==> src/rtl/wordle_guess_entry.sv <==
// Wordle guess assembly and scoring: collects five letters from the keyboard stage,
// scores a submitted guess green/yellow/gray against the secret word and tracks attempts.
module wordle_guess_entry #(
    parameter int MAX_GUESSES = 6,
    parameter int WORD_LEN    = 5
) (
    input  logic        Clk,
    input  logic        reset,
    input  logic        Start,
    input  logic        Ack,
    input  logic [7:0]  letter_in,
    input  logic        letter_valid,
    input  logic        del,
    input  logic        submit,
    input  logic [39:0] target_word,
    output logic [39:0] guess_word,
    output logic [2:0]  col_idx,
    output logic [2:0]  row_idx,
    output logic [9:0]  result,
    output logic        result_valid,
    output logic        win,
    output logic        done,
    output logic        q_I,
    output logic        q_Entry,
    output logic        q_Eval,
    output logic        q_Done
);
    // state  | meaning
    // QI     | idle, waiting for Start
    // QENTRY | collecting letters / delete / submit
    // QEVAL  | 7-cycle scoring: green pass, five yellow passes, publish
    // QDONE  | game over, waiting for Ack
    localparam logic [1:0] QI     = 2'd0;
    localparam logic [1:0] QENTRY = 2'd1;
    localparam logic [1:0] QEVAL  = 2'd2;
    localparam logic [1:0] QDONE  = 2'd3;

    localparam logic [39:0] SPACES   = {5{8'h20}};
    localparam logic [2:0]  LAST_ROW = 3'(MAX_GUESSES - 1);
    localparam logic [2:0]  FULL     = 3'(WORD_LEN);

    logic [1:0]  state;
    logic [2:0]  eval_cnt;
    logic [39:0] target_q;
    logic [4:0]  green;
    logic [4:0]  used;

    logic [4:0]  green_now;
    logic [2:0]  yel_pos;
    logic [7:0]  yel_letter;
    logic        yel_hit;
    logic [2:0]  yel_j;
    logic        letter_ok;

    assign letter_ok = (letter_in >= 8'h41) && (letter_in <= 8'h5A);

    always_comb begin
        green_now  = '0;
        yel_pos    = eval_cnt - 3'd1;
        yel_letter = 8'h00;
        yel_hit    = 1'b0;
        yel_j      = 3'd0;
        for (int i = 0; i < WORD_LEN; i++) begin
            green_now[i] = (guess_word[39-8*i -: 8] == target_q[39-8*i -: 8]);
            if (yel_pos == 3'(i))
                yel_letter = guess_word[39-8*i -: 8];
        end
        // Scan downward so the lowest matching unused target slot wins.
        for (int j = WORD_LEN - 1; j >= 0; j--) begin
            if (!used[j] && (target_q[39-8*j -: 8] == yel_letter)) begin
                yel_hit = 1'b1;
                yel_j   = 3'(j);
            end
        end
    end

    always_ff @(posedge Clk) begin
        if (reset) begin
            state        <= QI;
            eval_cnt     <= 3'd0;
            target_q     <= '0;
            green        <= '0;
            used         <= '0;
            guess_word   <= SPACES;
            col_idx      <= 3'd0;
            row_idx      <= 3'd0;
            result       <= '0;
            result_valid <= 1'b0;
            win          <= 1'b0;
        end else begin
            result_valid <= 1'b0;
            case (state)
                QI: begin
                    if (Start) begin
                        target_q   <= target_word;
                        guess_word <= SPACES;
                        col_idx    <= 3'd0;
                        row_idx    <= 3'd0;
                        result     <= '0;
                        win        <= 1'b0;
                        green      <= '0;
                        used       <= '0;
                        state      <= QENTRY;
                    end
                end
                QENTRY: begin
                    if (del) begin
                        if (col_idx != 3'd0) begin
                            col_idx <= col_idx - 3'd1;
                            for (int i = 0; i < WORD_LEN; i++)
                                if (col_idx - 3'd1 == 3'(i))
                                    guess_word[39-8*i -: 8] <= 8'h20;
                        end
                    end else if (submit) begin
                        if (col_idx == FULL) begin
                            eval_cnt <= 3'd0;
                            state    <= QEVAL;
                        end
                    end else if (letter_valid && letter_ok && col_idx < FULL) begin
                        col_idx <= col_idx + 3'd1;
                        for (int i = 0; i < WORD_LEN; i++)
                            if (col_idx == 3'(i))
                                guess_word[39-8*i -: 8] <= letter_in;
                    end
                end
                QEVAL: begin
                    eval_cnt <= eval_cnt + 3'd1;
                    if (eval_cnt == 3'd0) begin
                        green <= green_now;
                        used  <= green_now;
                        for (int i = 0; i < WORD_LEN; i++)
                            result[9-2*i -: 2] <= green_now[i] ? 2'b11 : 2'b01;
                    end else if (eval_cnt <= 3'd5) begin
                        if (!green[yel_pos] && yel_hit) begin
                            used[yel_j] <= 1'b1;
                            for (int i = 0; i < WORD_LEN; i++)
                                if (yel_pos == 3'(i))
                                    result[9-2*i -: 2] <= 2'b10;
                        end
                    end else begin
                        result_valid <= 1'b1;
                        win          <= &green;
                        eval_cnt     <= 3'd0;
                        if ((&green) || row_idx == LAST_ROW) begin
                            state <= QDONE;
                        end else begin
                            row_idx    <= row_idx + 3'd1;
                            col_idx    <= 3'd0;
                            guess_word <= SPACES;
                            state      <= QENTRY;
                        end
                    end
                end
                QDONE: begin
                    if (Ack)
                        state <= QI;
                end
                default: state <= QI;
            endcase
        end
    end

    assign q_I     = (state == QI);
    assign q_Entry = (state == QENTRY);
    assign q_Eval  = (state == QEVAL);
    assign q_Done  = (state == QDONE);
    assign done    = q_Done;

endmodule

==> config.mk <==
export PLATFORM = sky130hd
export DESIGN_NAME = wordle_guess_entry
export DESIGN_NICKNAME = d
export VERILOG_FILES = /design/src/rtl/wordle_guess_entry.sv
export SDC_FILE = /design/constraint.sdc
export NUM_CORES = 1
export LEC_CHECK = 0
export BUFFER_PORTS_ARGS = -buffer_cell sky130_fd_sc_hd__buf_2
export CAP_MARGIN = 10
export CORE_UTILIZATION = 45
export CTS_CLUSTER_DIAMETER = 100
export DETAILED_ROUTE_END_ITERATION = 7
export PLACE_DENSITY = 0.7
export SETUP_SLACK_MARGIN = 0.5
export SLEW_MARGIN = 10
export SYNTH_ARGS = -nofsm -noshare
export SYNTH_HDL_FRONTEND = slang
export SYNTH_SLANG_ARGS = --single-unit
==> constraint.sdc <==
create_clock -name Clk -period 3.3 [get_ports Clk]
set_input_delay 0.165 -clock Clk [delete_from_list [all_inputs] [get_ports Clk]]
set_output_delay 0.165 -clock Clk [all_outputs]
set_load 0.05 [all_outputs]
; Word-level counts from Yosys, hierarchy flattened
; Cells that the tools add are included.
[word_totals]
ff_bits = 113
latchBits = 0
mem_bits_rw = 0
romBits = 0
in_bits = 55
out_inout_bits = 63
wordCells = 228
mem_count = 0
[op_classes]
add_sub_neg = 5
multipliers = 0
div_mod_pow = 0
order_cmp = 7
n_eq_ne = 56
shift = 0
n_mux = 93
bitwise_logic = 2
n_reduce_logical = 46
[op_table]
columns = cell, n
row1 = 2-to-1 mux 40 bit, 8
row2 = 2-to-1 mux 8 bit, 15
row3 = case mux 40 bit (3 select lines), 1
row4 = == test 8 bit, 10
row5 = 2-to-1 mux 3 bit, 21
row6 = AND reduction 10 bit, 5
row7 = 2-to-1 mux 10 bit, 4
row8 = 2-to-1 mux 2 bit, 18
row9 = != test 3 x 2 -> 1 bit (second input constant), 12
row10 = AND reduction 5 bit, 7
row11 = 2-to-1 mux 5 bit, 5
row12 = != test 3 x 1 -> 1 bit (second input constant), 7
row13 = case mux 10 bit (2 select lines), 1
row14 = case mux 5 bit (2 select lines), 2
row15 = == test 3 x 2 -> 1 bit (second input constant), 6
row16 = == test 3 bit (second input constant), 5
row17 = != test 2 bit (second input constant), 7
row18 = logical NOT 3 bit, 4
row19 = case mux 3 bit (2 select lines), 2
row20 = AND reduction 4 bit, 3
row21 = 2-to-1 mux 1 bit, 11
row22 = logical AND 1 bit, 10
row23 = adder 3 x 1 -> 3 bit (second input constant), 3
row24 = == test 3 x 1 -> 1 bit (second input constant), 3
row25 = other kinds (28), 39

; Depth between registers and ports, before layout
; Gate-level depths: netlist (run 1).
[logic_depth]
ltp_word = 23
depth_mapped = 15
mapped_depth_nobuf = 11

; Worst setup path before layout (run 1)
; OpenSTA, ideal clock, no wires.
[synth_timing]
path_type = reg-to-reg
startpoint = register eval_cnt[0]
endpoint = register result[1]
setup_time_ns = 0.118
arrival_time_ns = 3.264
required_time_ns = 3.182
path_slack_ns = -0.082
path_stages_with_launch = 15
n_path_buf = 3
period_less_slack_ns = 3.382
path_cell_list = dfxtp_1 > clkbuf_1 > inv_1 > ha_1 > clkbuf_1 > a21oi_1 > o21ai_0 > a311oi_4 > xnor2_1 > nor2_1 > and4_4 > or4_4 > buf_6 > o31a_1 > mux2i_1
[synth_between]
elab_chain_cells = 17
word_cells_on_any_way = 38
cone_classes = add/sub: 1 / order compare: 1 / eq/ne: 12 / mux: 14 / reduce/logical: 10
[synth_rtl]
columns = element, line_no
row1 = from (decl), 43  ; logic [2:0] eval_cnt;
row2 = from (signal assigned), 127  ; eval_cnt <= eval_cnt + 3'd1;
row3 = subtractor 3 x 1 -> 3 bit, 59  ; yel_pos = eval_cnt - 3'd1;
row4 = logical NOT 3 bit, 65  ; if (yel_pos == 3'(i))
row5 = 2-to-1 mux 8 bit (5 in a row), 65
row6 = == test 8 bit, 70  ; if (!used[j] && (target_q[39-8*j -: 8] == yel_letter)) begin
row7 = logical AND 1 bit, 70
row8 = 2-to-1 mux 1 bit (5 in a row), 70
row9 = logical AND 1 bit, 134  ; if (!green[yel_pos] && yel_hit) begin
row10 = != test 3 x 1 -> 1 bit (no line), n/a
row11 = AND reduction 5 bit (no line), n/a
row12 = "to (signal, indexed assignment)", 132  ; result[9-2*i -: 2] <= green_now[i] ? 2'b11 : 2'b01;
row13 = to (decl), 19  ; output logic [9:0] result,
; Parallel ways exist; a longest one is shown, timed or not. The select of a mux whose other input is x is not followed.
; A chain may end at the register's enable or synchronous reset.

; Worst setup path after layout (run 1)
[layout_timing]
startpoint = register eval_cnt[0]
endpoint = register result[4]
; The elaborated chain is that of the path after synthesis.

==> results.yml, run 1 <==
synthesis:
  synth_compound_area_frac: 0.140
  synth_nets: 801
  synth_seq_area_share: 0.364
  syn_area_sq_um: 6220
  synth-seq-cells: 113
  synthTopCellsByArea: "dfxtp_1 36%, mux2i_1 7.4%, nand2_1 6.7%"
  synth_adder_area_share: 0.0322
  ys.flop_type: "dfxtp_1"
  synth_simple_gate_area_frac: 0.226
  ys_types: 66
  synth_top_area_frac: 0.364
  yosysWarnings: 0
  synth_top_family_by_area: "simple AND/OR/NAND/NOR gates"
  muxShareOfSynthArea: 0.0777
  synth_edf_count: 0
  synth_top_area_cell: "dfxtp_1"
  async_reset_ff_frac: 0
  avgSynthCellArea_sq_um: 8.52
  synth_xor_area_frac: 0.121
  syn_inst: 730
timing:
  relSlewSlack: 0.600
  finalSetupViolCount: 0
  clock_skew_ns: 0.00751
  drv_slew: 0
  rsz0062_at_grt: "yes"
  min_period_over_period: 0.955
  clock.fmax_mhz: 317
  hold_viol: 0
  layout_min_cycle_time_ns: 3.15
  worst_slew_pin_slew_ns: 0.599
grt:
  antenna_found_initial: 0
  grt_max_degree: 53
  grt_pass1_vias: 5713
  grt_usage: 0.289
  grt_first_pass_wirelength_mm: 31.3
  grt-ovfl-total: 0
critical_path:
  worstSetupEndpointType: "flip-flop"
  cpPeakStageDelay_ns: 0.59
  path_class: "reg -> reg"
  worstPathMaxFanout: 8
  path_cells: "inv_6 > ha_4 > xor2_4 > buf_12 > buf_8 > and3_4 > a311oi_4 > xnor2_1 > nor2_1 > and4_1 > or4_4 > o211ai_1 > a31o_1"
  arrival_ns: 3.51
  crit_path_start_kind: "flip-flop"
  cpMaxStageDelayCell: "or4_4"
  reg2reg_slack_ns: 0.15
  cp.required_ns: 3.66
final_layout:
  seq_area_sq_um: 2270
  n_antenna_cell: 0
  mostFrequentLayoutCells: "117 x buf_2, 111 x nand2_1, 111 x dfxtp_1"
  layout.cells.non_filler: 1118
  fin_nets: 1000
  fillers: 1132
  final_area_sq_um: 8600
  syn_to_final_growth_pct: 38.3
  layout.cells.most_common: "buf_2"
  drive_above_1_share: 0.287
  multi_input_area_sq_um: 3920
detailed_routing:
  vias_per_cell: 5.35
  via_count: 5979
  first_pass_iters: 5
  ant_nets: 0
  routed_wl_mm: 19.9
  drt_iter0_markers: 522
  drc_errors: 0
  wl_per_cell_um: 17.8
power:
  leakagePower_nw: 3.76
  power_density_nw_per_um2: 538
  peakVddDrop_mv: 0.356
die:
  die-area_sq_um: 14300
  die_w_um: 120
  rows: 42
  io_pins: 118
  die_y_um: 120
  core-area_sq_um: 13300
  start_util: 0.466
place:
  port_buffers: 117
  hpwl_mm: 13.9
  placed_area_sq_um: 7240
  dp_cells: 1024
  gp_congestion: 0.938
clock_tree:
  cts_max_path_buffers: 2
  path_clk_slew_ns: 0.05
  cts_sinks: 113
  cts_tree: "built"
  htreeDepth: 4
  clk_latency_ns: 0.42
  cts-root-buf: "clkbuf_16"
  numCtsBuffers: 17
status:
  status: "completed"
min_path:
  hold_path_class: "in -> reg"
run:
  cap_violations: 0
## stage by stage
stage / power (W) / hold WS, ns / setup WS [ns] / utilization / setup TNS, ns
6_report: 0.00462 / 0.00983 / 0.148 / 0.644 / 0
5_1_grt: 0.00480 / 0.00355 / 0.0538 / 0.644 / 0
4_1_cts: 0.00460 / 0.00138 / 0.185 / 0.640 / 0
3_5_place_dp: 0.00263 / 0.411 / -0.0235 / 0.543 / -0.0338
3_3_place_gp: 0.00262 / 0.410 / -0.0123 / 0.543 / -0.0123
2_1_floorplan: 0.00235 / 0.301 / 0.193 / - / 0
## power breakdown
| group | switching (W) | leakage, nW | internal (W) |
|---|---|---|---|
| Clock | 0.000645 | 0.296 | 0.00122 |
| Combinational | 0.000675 | 2.54 | 0.000522 |
| Sequential | 0.000111 | 0.922 | 0.00145 |
| Total | 0.00143 | 3.76 | 0.00319 |
## registers in the layout (all words and copies together) (netlist names), 2 cells and up
signal,flops
col_idx,3
eval_cnt,3
green,5
guess_word,40
result,10
row_idx,3
state,2
target_q,40
used,5
## per-layer routing
metal  track usage  routed length, um
met1         0.372               8830
met4         0.120                621
met5             0                  0
met2         0.470               9430
met3        0.0608               1010
## area by class of cell
cell class	count	area share
Multi-Input combinational cell	560	0.455
Timing Repair Buffer	221	0.178
Tap cell	176	0.0256
Inverter	16	0.00757
Clock buffer	21	0.0536
Sequential cell	113	0.264
Clock inverter	11	0.0159
## cell families after synthesis
family	Yosys count
multiplexers	47
AND/OR/NAND/NOR	286
adder cells (fa/ha/maj)	16
AO/OA/AOI/OAI	127
buffers and inverters	57
XOR/XNOR	84
flip-flops	113
## synthesized netlist by cell type (all sizes together) (2+ instances only)
library cell,number
nand3b,3
a31o,7
or3,3
mux2i,46
o211ai,7
a31oi,4
a311oi,2
nand2,111
nor2,76
and2,9
nand3,8
clkbuf,34
a21oi,68
o21ai,12
nor4b,3
xnor2,40
xor2,44
o31ai,3
buf,7
a221oi,2
ha,16
a21o,4
nand2b,11
or4,2
nor3b,4
nor2b,12
dfxtp,113
and3,2
inv,16
a211oi,8
nand4,10
nor4,14
and4,2
nor3,13
## path summary, 6_finish.rpt
path                                       from      endpoint  cells after the start
worst max-delay path                eval_cnt[0]     result[4]                     13
worst min-delay path            target_word[22]  target_q[22]                      3
worst max register to register      eval_cnt[0]     result[4]                     13
worst min register to register          used[1]       used[1]                      2
## repair_timing
action                                  in CTS  in global routing
hold endpoints to repair                    35                  0
pin swaps                                   23                 18
resized for setup                           29                  4
endpoints found under the setup margin      15                 20
setup buffers                               20                  6
hold buffers                                35                  0
gates cloned                                 1                  0
## critical path: cells and delay by family, from the launching register on
kind	cells	cell delay (ns)
fa+ha+maj	1	0.16
compound gates	3	0.85
buf+inv	3	0.32
simple gates	4	1.03
flops	1	0.37
xor+xnor	2	0.35
(Power assumes the default switching activity.)
==> inputs of run 2 (changes only) <==
--- a/config.mk
+++ b/config.mk
@@ -10,7 +10,7 @@
 export CORE_UTILIZATION = 45
 export CTS_CLUSTER_DIAMETER = 100
 export DETAILED_ROUTE_END_ITERATION = 7
-export PLACE_DENSITY = 0.7
+export PLACE_DENSITY = 0.77
 export SETUP_SLACK_MARGIN = 0.5
 export SLEW_MARGIN = 10
 export SYNTH_ARGS = -nofsm -noshare
==> run 2 against run 1 <==
Via count increased by 3.6%. Critical endpoint unchanged. Non-clock buffer count is 5 lower. Combinational power is essentially flat. Largest power group unchanged. Flip-flop and latch count unchanged. Highest routed layer unchanged. Largest cell class unchanged. Sequential power hardly changed. Worst hold slack got worse by 0.0048 ns. Clock-buffer cell count fell by 1.
==> results.yml, run 2 (synthesis results as in run 1) <==
min_path:
  holdPathEnd: "target_q[13]"
  min-delay-start: "target_word[13]"
  whs_path_depth: 3
  hold_path_class: "in -> reg"
place:
  port_buffers: 117
  hpwl_mm: 13.6
  dp_cells: 1015
  placed_area_sq_um: 7190
  place_ws_ns: -0.0307
  gp_congestion: 1.01
detailed_routing:
  wl_per_cell_um: 18.5
  drt_iter0_markers: 476
  ant_nets: 0
  routed_wl_mm: 20.6
  vias_per_cell: 5.57
  via_count: 6194
  first_pass_iters: 5
  drc_errors: 0
final_layout:
  layout.cells.most_common: "buf_2"
  layout.cells.non_filler: 1113
  fin_nets: 995
  fillers: 1040
  syn_to_final_growth_pct: 40.6
  n_antenna_cell: 0
  reg_top3: "guess_word: 40 flops, target_q: 40 flops, result: 10 flops"
  seq_area_sq_um: 2270
  multi_input_area_sq_um: 4020
  mostFrequentLayoutCells: "117 x buf_2, 111 x nand2_1, 111 x dfxtp_1"
  final_area_sq_um: 8740
  drive_above_1_share: 0.296
  fin_util: 0.655
clock_tree:
  cts_sinks: 113
  path_clk_slew_ns: 0.05
  cts-root-buf: "clkbuf_16"
  cts_max_path_buffers: 2
  htreeDepth: 4
  cts_tree: "built"
  clk_latency_ns: 0.42
  numCtsBuffers: 17
timing:
  tns_ns: 0
  layout_min_cycle_time_ns: 3.23
  clock_skew_ns: 0.00492
  drv_slew: 0
  worst_slew_pin_slew_ns: 0.651
  finalSetupViolCount: 0
  rsz0062_at_grt: "yes"
  hold_viol: 0
  min_period_over_period: 0.978
  clock.fmax_mhz: 310
  finalWorstSetupSlack_ns: 0.0714
  relSlewSlack: 0.565
grt:
  grt_usage: 0.282
  grt-ovfl-total: 0
  grt-busiest-layer: "met2"
  antenna_found_initial: 0
  grt_first_pass_wirelength_mm: 31.0
  grt_max_degree: 55
  grt_use_met2: 0.449
  use_met1: 0.359
  use_met3: 0.0741
  grt_pass1_vias: 5765
critical_path:
  path_class: "reg -> reg"
  worstPathMaxFanout: 8
  r2r_start: "eval_cnt[0]"
  reg2reg_slack_ns: 0.07
  worstRegToRegCells: 12
  crit_path_start_kind: "flip-flop"
  worstSetupEndpointType: "flip-flop"
  arrival_ns: 3.59
  cp.required_ns: 3.66
  reg2reg_to: "result[4]"
die:
  core-area_sq_um: 13300
  die-area_sq_um: 14300
  rows: 42
  io_pins: 118
  die_y_um: 120
  start_util: 0.466
  die_w_um: 120
status:
  status: "completed"
power:
  leakagePower_nw: 3.82
  power_density_nw_per_um2: 538
  peakVddDrop_mv: 0.395
run:
  cap_violations: 0
-- run 2: cell types whose count changed in the layout (fill, tap and decap cells not counted), moves of 2 or more --
| cell | previous run | this run |
|---|---|---|
| nor2b_2 | 1 | 3 |
| buf_12 | 2 | 6 |
| nor2b_1 | 11 | 9 |
| xnor2_2 | 2 | 8 |
| buf_6 | 3 | 5 |
| a21oi_2 | 3 | 5 |
| buf_4 | 60 | 49 |
| a21oi_1 | 65 | 62 |
| xnor2_1 | 38 | 32 |
| nor4_2 | 6 | 3 |
| nor4_4 | 3 | 5 |
-- run 2: worst max path at each step --
stage / start / endpoint / slack (ns)
floorplan: eval_cnt[0] / result[1] / 0.19
global placement: eval_cnt[1] / result[1] / 0.01
global route: eval_cnt[0] / result[6] / -0.04
detailed placement: eval_cnt[0] / result[1] / -0.03
CTS: eval_cnt[0] / result[2] / 0.21
finish: eval_cnt[0] / result[4] / 0.07
-- run 2: report_power, final --
group          total (W)  switching (W)  internal (W)  leakage (nW)
Combinational    0.00123       0.000701      0.000529          2.59
Clock            0.00190       0.000632       0.00127         0.307
Sequential       0.00157       0.000116       0.00145         0.922
-- run 2: worst max-delay path, cell delays in order, from the launching register on --
cell      delay, ns
dfxtp_4        0.37
inv_6          0.05
ha_4           0.16
xor2_4         0.16
buf_12         0.15
nor4_1         0.52
a211oi_4       0.15
xnor2_1        0.24
nor3_1         0.11
and4_1         0.20
or4_4          0.61
o211ai_1       0.27
a31o_1         0.18
-- run 2: routing by layer --
layer	up-vias	share of wire
met5	-	0
met4	0	0.039
met3	59	0.071
met2	279	0.47
met1	2965	0.42
li1	2891	-
-- run 2: final cells by class --
type,instances,share of cell area
multi-input combinational,560,0.460
sequential,113,0.260
timing repair buffer,216,0.177
clock buffer,20,0.0511
tap,176,0.0252
clock inverter,12,0.0188
inverter,16,0.00773
-- run 2: metrics by stage --
| step | power [W] | hold WS [ns] |
|---|---|---|
| global placement | 0.00260 | 0.407 |
| floorplan | 0.00235 | 0.301 |
| CTS | 0.00461 | 0.000848 |
| finish | 0.00470 | 0.00503 |
| detailed placement | 0.00261 | 0.412 |
| global route | 0.00488 | 0.0217 |
-- run 2: repair_timing --
| item | in CTS | in global routing |
|---|---|---|
| hold buffers | 36 | 0 |
| gates cloned | 1 | 0 |
| setup buffers | 19 | 10 |
| hold endpoints to repair | 36 | 0 |
| gates resized for setup | 27 | 26 |
| pin swaps | 13 | 25 |
| endpoints found under the setup margin | 15 | 30 |
==> inputs of run 3 (changes only) <==
--- a/config.mk
+++ b/config.mk
@@ -11,6 +11,7 @@
 export CTS_CLUSTER_DIAMETER = 100
 export DETAILED_ROUTE_END_ITERATION = 7
 export PLACE_DENSITY = 0.77
+export REMOVE_ABC_BUFFERS = 1
 export SETUP_SLACK_MARGIN = 0.5
 export SLEW_MARGIN = 10
 export SYNTH_ARGS = -nofsm -noshare
==> run 3 against run 2 <==
Sequential share of layout area hardly changed. Worst hold slack better by 0.027 ns. Design area is 0.16% lower. Global-route usage is 0.64 points higher. Wire length is 1.3% lower. Non-clock buffer count is 5 higher. Register-to-register slack better by 0.08 ns. Clock-buffer cell count is 4 higher. Maximum frequency is 2.5% higher. Worst setup slack better by 0.080 ns. Core utilization is 0.10 points lower.
==> results.yml, run 3 (synthesis results as in run 1) <==
status:
  status: "completed"
power:
  power_density_nw_per_um2: 520
  peakVddDrop_mv: 0.387
  leakagePower_nw: 3.86
clock_tree:
  numCtsBuffers: 17
  path_clk_slew_ns: 0.06
  cts_tree: "built"
  cts-root-buf: "clkbuf_16"
  htreeDepth: 4
  clk_latency_ns: 0.43
  cts_sinks: 113
  cts_max_path_buffers: 2
grt:
  antenna_found_initial: 0
  grt_first_pass_wirelength_mm: 31.4
  grt_usage: 0.289
  grt_pass1_vias: 5851
  grt_max_degree: 63
  grt-ovfl-total: 0
final_layout:
  drive_above_1_share: 0.287
  mostFrequentLayoutCells: "117 x buf_2, 111 x nand2_1, 111 x dfxtp_1"
  n_antenna_cell: 0
  fillers: 1099
  reg_top3: "guess_word: 40 flops, target_q: 40 flops, result: 10 flops"
  fin_nets: 1000
  syn_to_final_growth_pct: 40.3
  layout.cells.most_common: "buf_2"
timing:
  tns_ns: 0
  layout_min_cycle_time_ns: 3.15
  drv_slew: 0
  rsz0062_at_grt: "yes"
  clock.fmax_mhz: 318
  hold_slack_ns: 0.0317
  finalSetupViolCount: 0
  relSlewSlack: 0.446
  worst_slew_pin_slew_ns: 0.831
  hold_viol: 0
  clock_skew_ns: 0.00936
  min_period_over_period: 0.954
die:
  rows: 42
  die-area_sq_um: 14300
  die_y_um: 120
  start_util: 0.466
  die_w_um: 120
  core-area_sq_um: 13300
  io_pins: 118
critical_path:
  cp.required_ns: 3.67
  worstPathMaxFanout: 8
  crit_path_start_kind: "flip-flop"
  arrival_ns: 3.51
  worstSetupEndpointType: "flip-flop"
  path_class: "reg -> reg"
detailed_routing:
  routed_wl_mm: 20.3
  ant_nets: 0
  wl_per_cell_um: 18.2
  vias_per_cell: 5.46
  first_pass_iters: 5
  via_count: 6092
  drc_errors: 0
  drt_iter0_markers: 371
run:
  cap_violations: 0
place:
  gp_congestion: 0.913
  hpwl_mm: 13.9
  port_buffers: 117
min_path:
  hold_path_class: "in -> reg"
-- run 3: cell types whose count changed in the layout (fill, tap and decap cells not counted), sizes merged --
| cell | previous run | this run |
|---|---|---|
| buf | 180 | 181 |
| bufinv | 4 | 1 |
| clkbuf | 20 | 24 |
| clkinv | 8 | 5 |
| dlygate4sd3 | 36 | 40 |
-- run 3: stage by stage --
step	utilization	setup WS, ns	std cells	area (sq um)	total power, W
floorplan	-	-0.288	689	6030	0.00226
global placement	0.534	-0.0265	1014	7120	0.00263
detailed placement	0.534	-0.126	1014	7120	0.00264
CTS	0.642	0.194	1105	8570	0.00448
global route	0.654	0.0444	1116	8720	0.00470
finish	0.654	0.151	1116	8720	0.00453
-- run 3: path summary, 6_finish.rpt --
path	startpoint	endpoint	slack [ns]	cells past startpoint
worst max register to register	eval_cnt[1]	result[4]	0.15	14
worst min register to register	result[1]	result[1]	0.48	2
worst max-delay path	eval_cnt[1]	result[4]	0.15	14
worst min-delay path	Ack	state[1]	0.03	4
-- run 3: layout make-up --
class / instances / area (sq um) / share of cell area
Inverter: 16 / 65.1 / 0.00746
Clock inverter: 6 / 55.1 / 0.00631
Tap cell: 176 / 220 / 0.0252
Timing Repair Buffer: 221 / 1620 / 0.186
Multi-Input combinational cell: 560 / 3990 / 0.457
Clock buffer: 24 / 502 / 0.0575
Sequential cell: 113 / 2270 / 0.260
-- run 3: repair_timing --
action                                  CTS  global route
gates resized for setup                  58            12
hold buffers                             40             0
buffers inserted                         20            11
endpoints found under the setup margin   15            43
pin swaps                                37            16
endpoints found under the hold margin    40             0
gates cloned                              1             0
-- run 3: worst max-delay path: stages (launching register included) --
cell and delay (ns):
dfxtp_4 0.38, inv_4 0.05, ha_4 0.16, xor2_4 0.17, buf_12 0.15, buf_16 0.12
nor2_1 0.32, a311oi_4 0.06, buf_4 0.17, xnor2_1 0.23, nor4_2 0.08, nor4b_4 0.14
or4_4 0.60, o211ai_1 0.28, a31o_1 0.18
-- run 3: power by group --
part | internal, W | switching [W] | total, W
Clock | 0.00112 | 0.000614 | 0.00173
Sequential | 0.00145 | 0.000115 | 0.00157
Combinational | 0.000537 | 0.000699 | 0.00124
Total | 0.00311 | 0.00143 | 0.00453
-- run 3: routing by layer --
layer,up-vias,track usage,wire [um],part of all wire
met5,-,0,0,0
met4,0,0.152,814,0.040
met3,53,0.0680,1200,0.059
met2,219,0.462,9530,0.47
met1,2925,0.361,8760,0.43
li1,2895,-,-,-
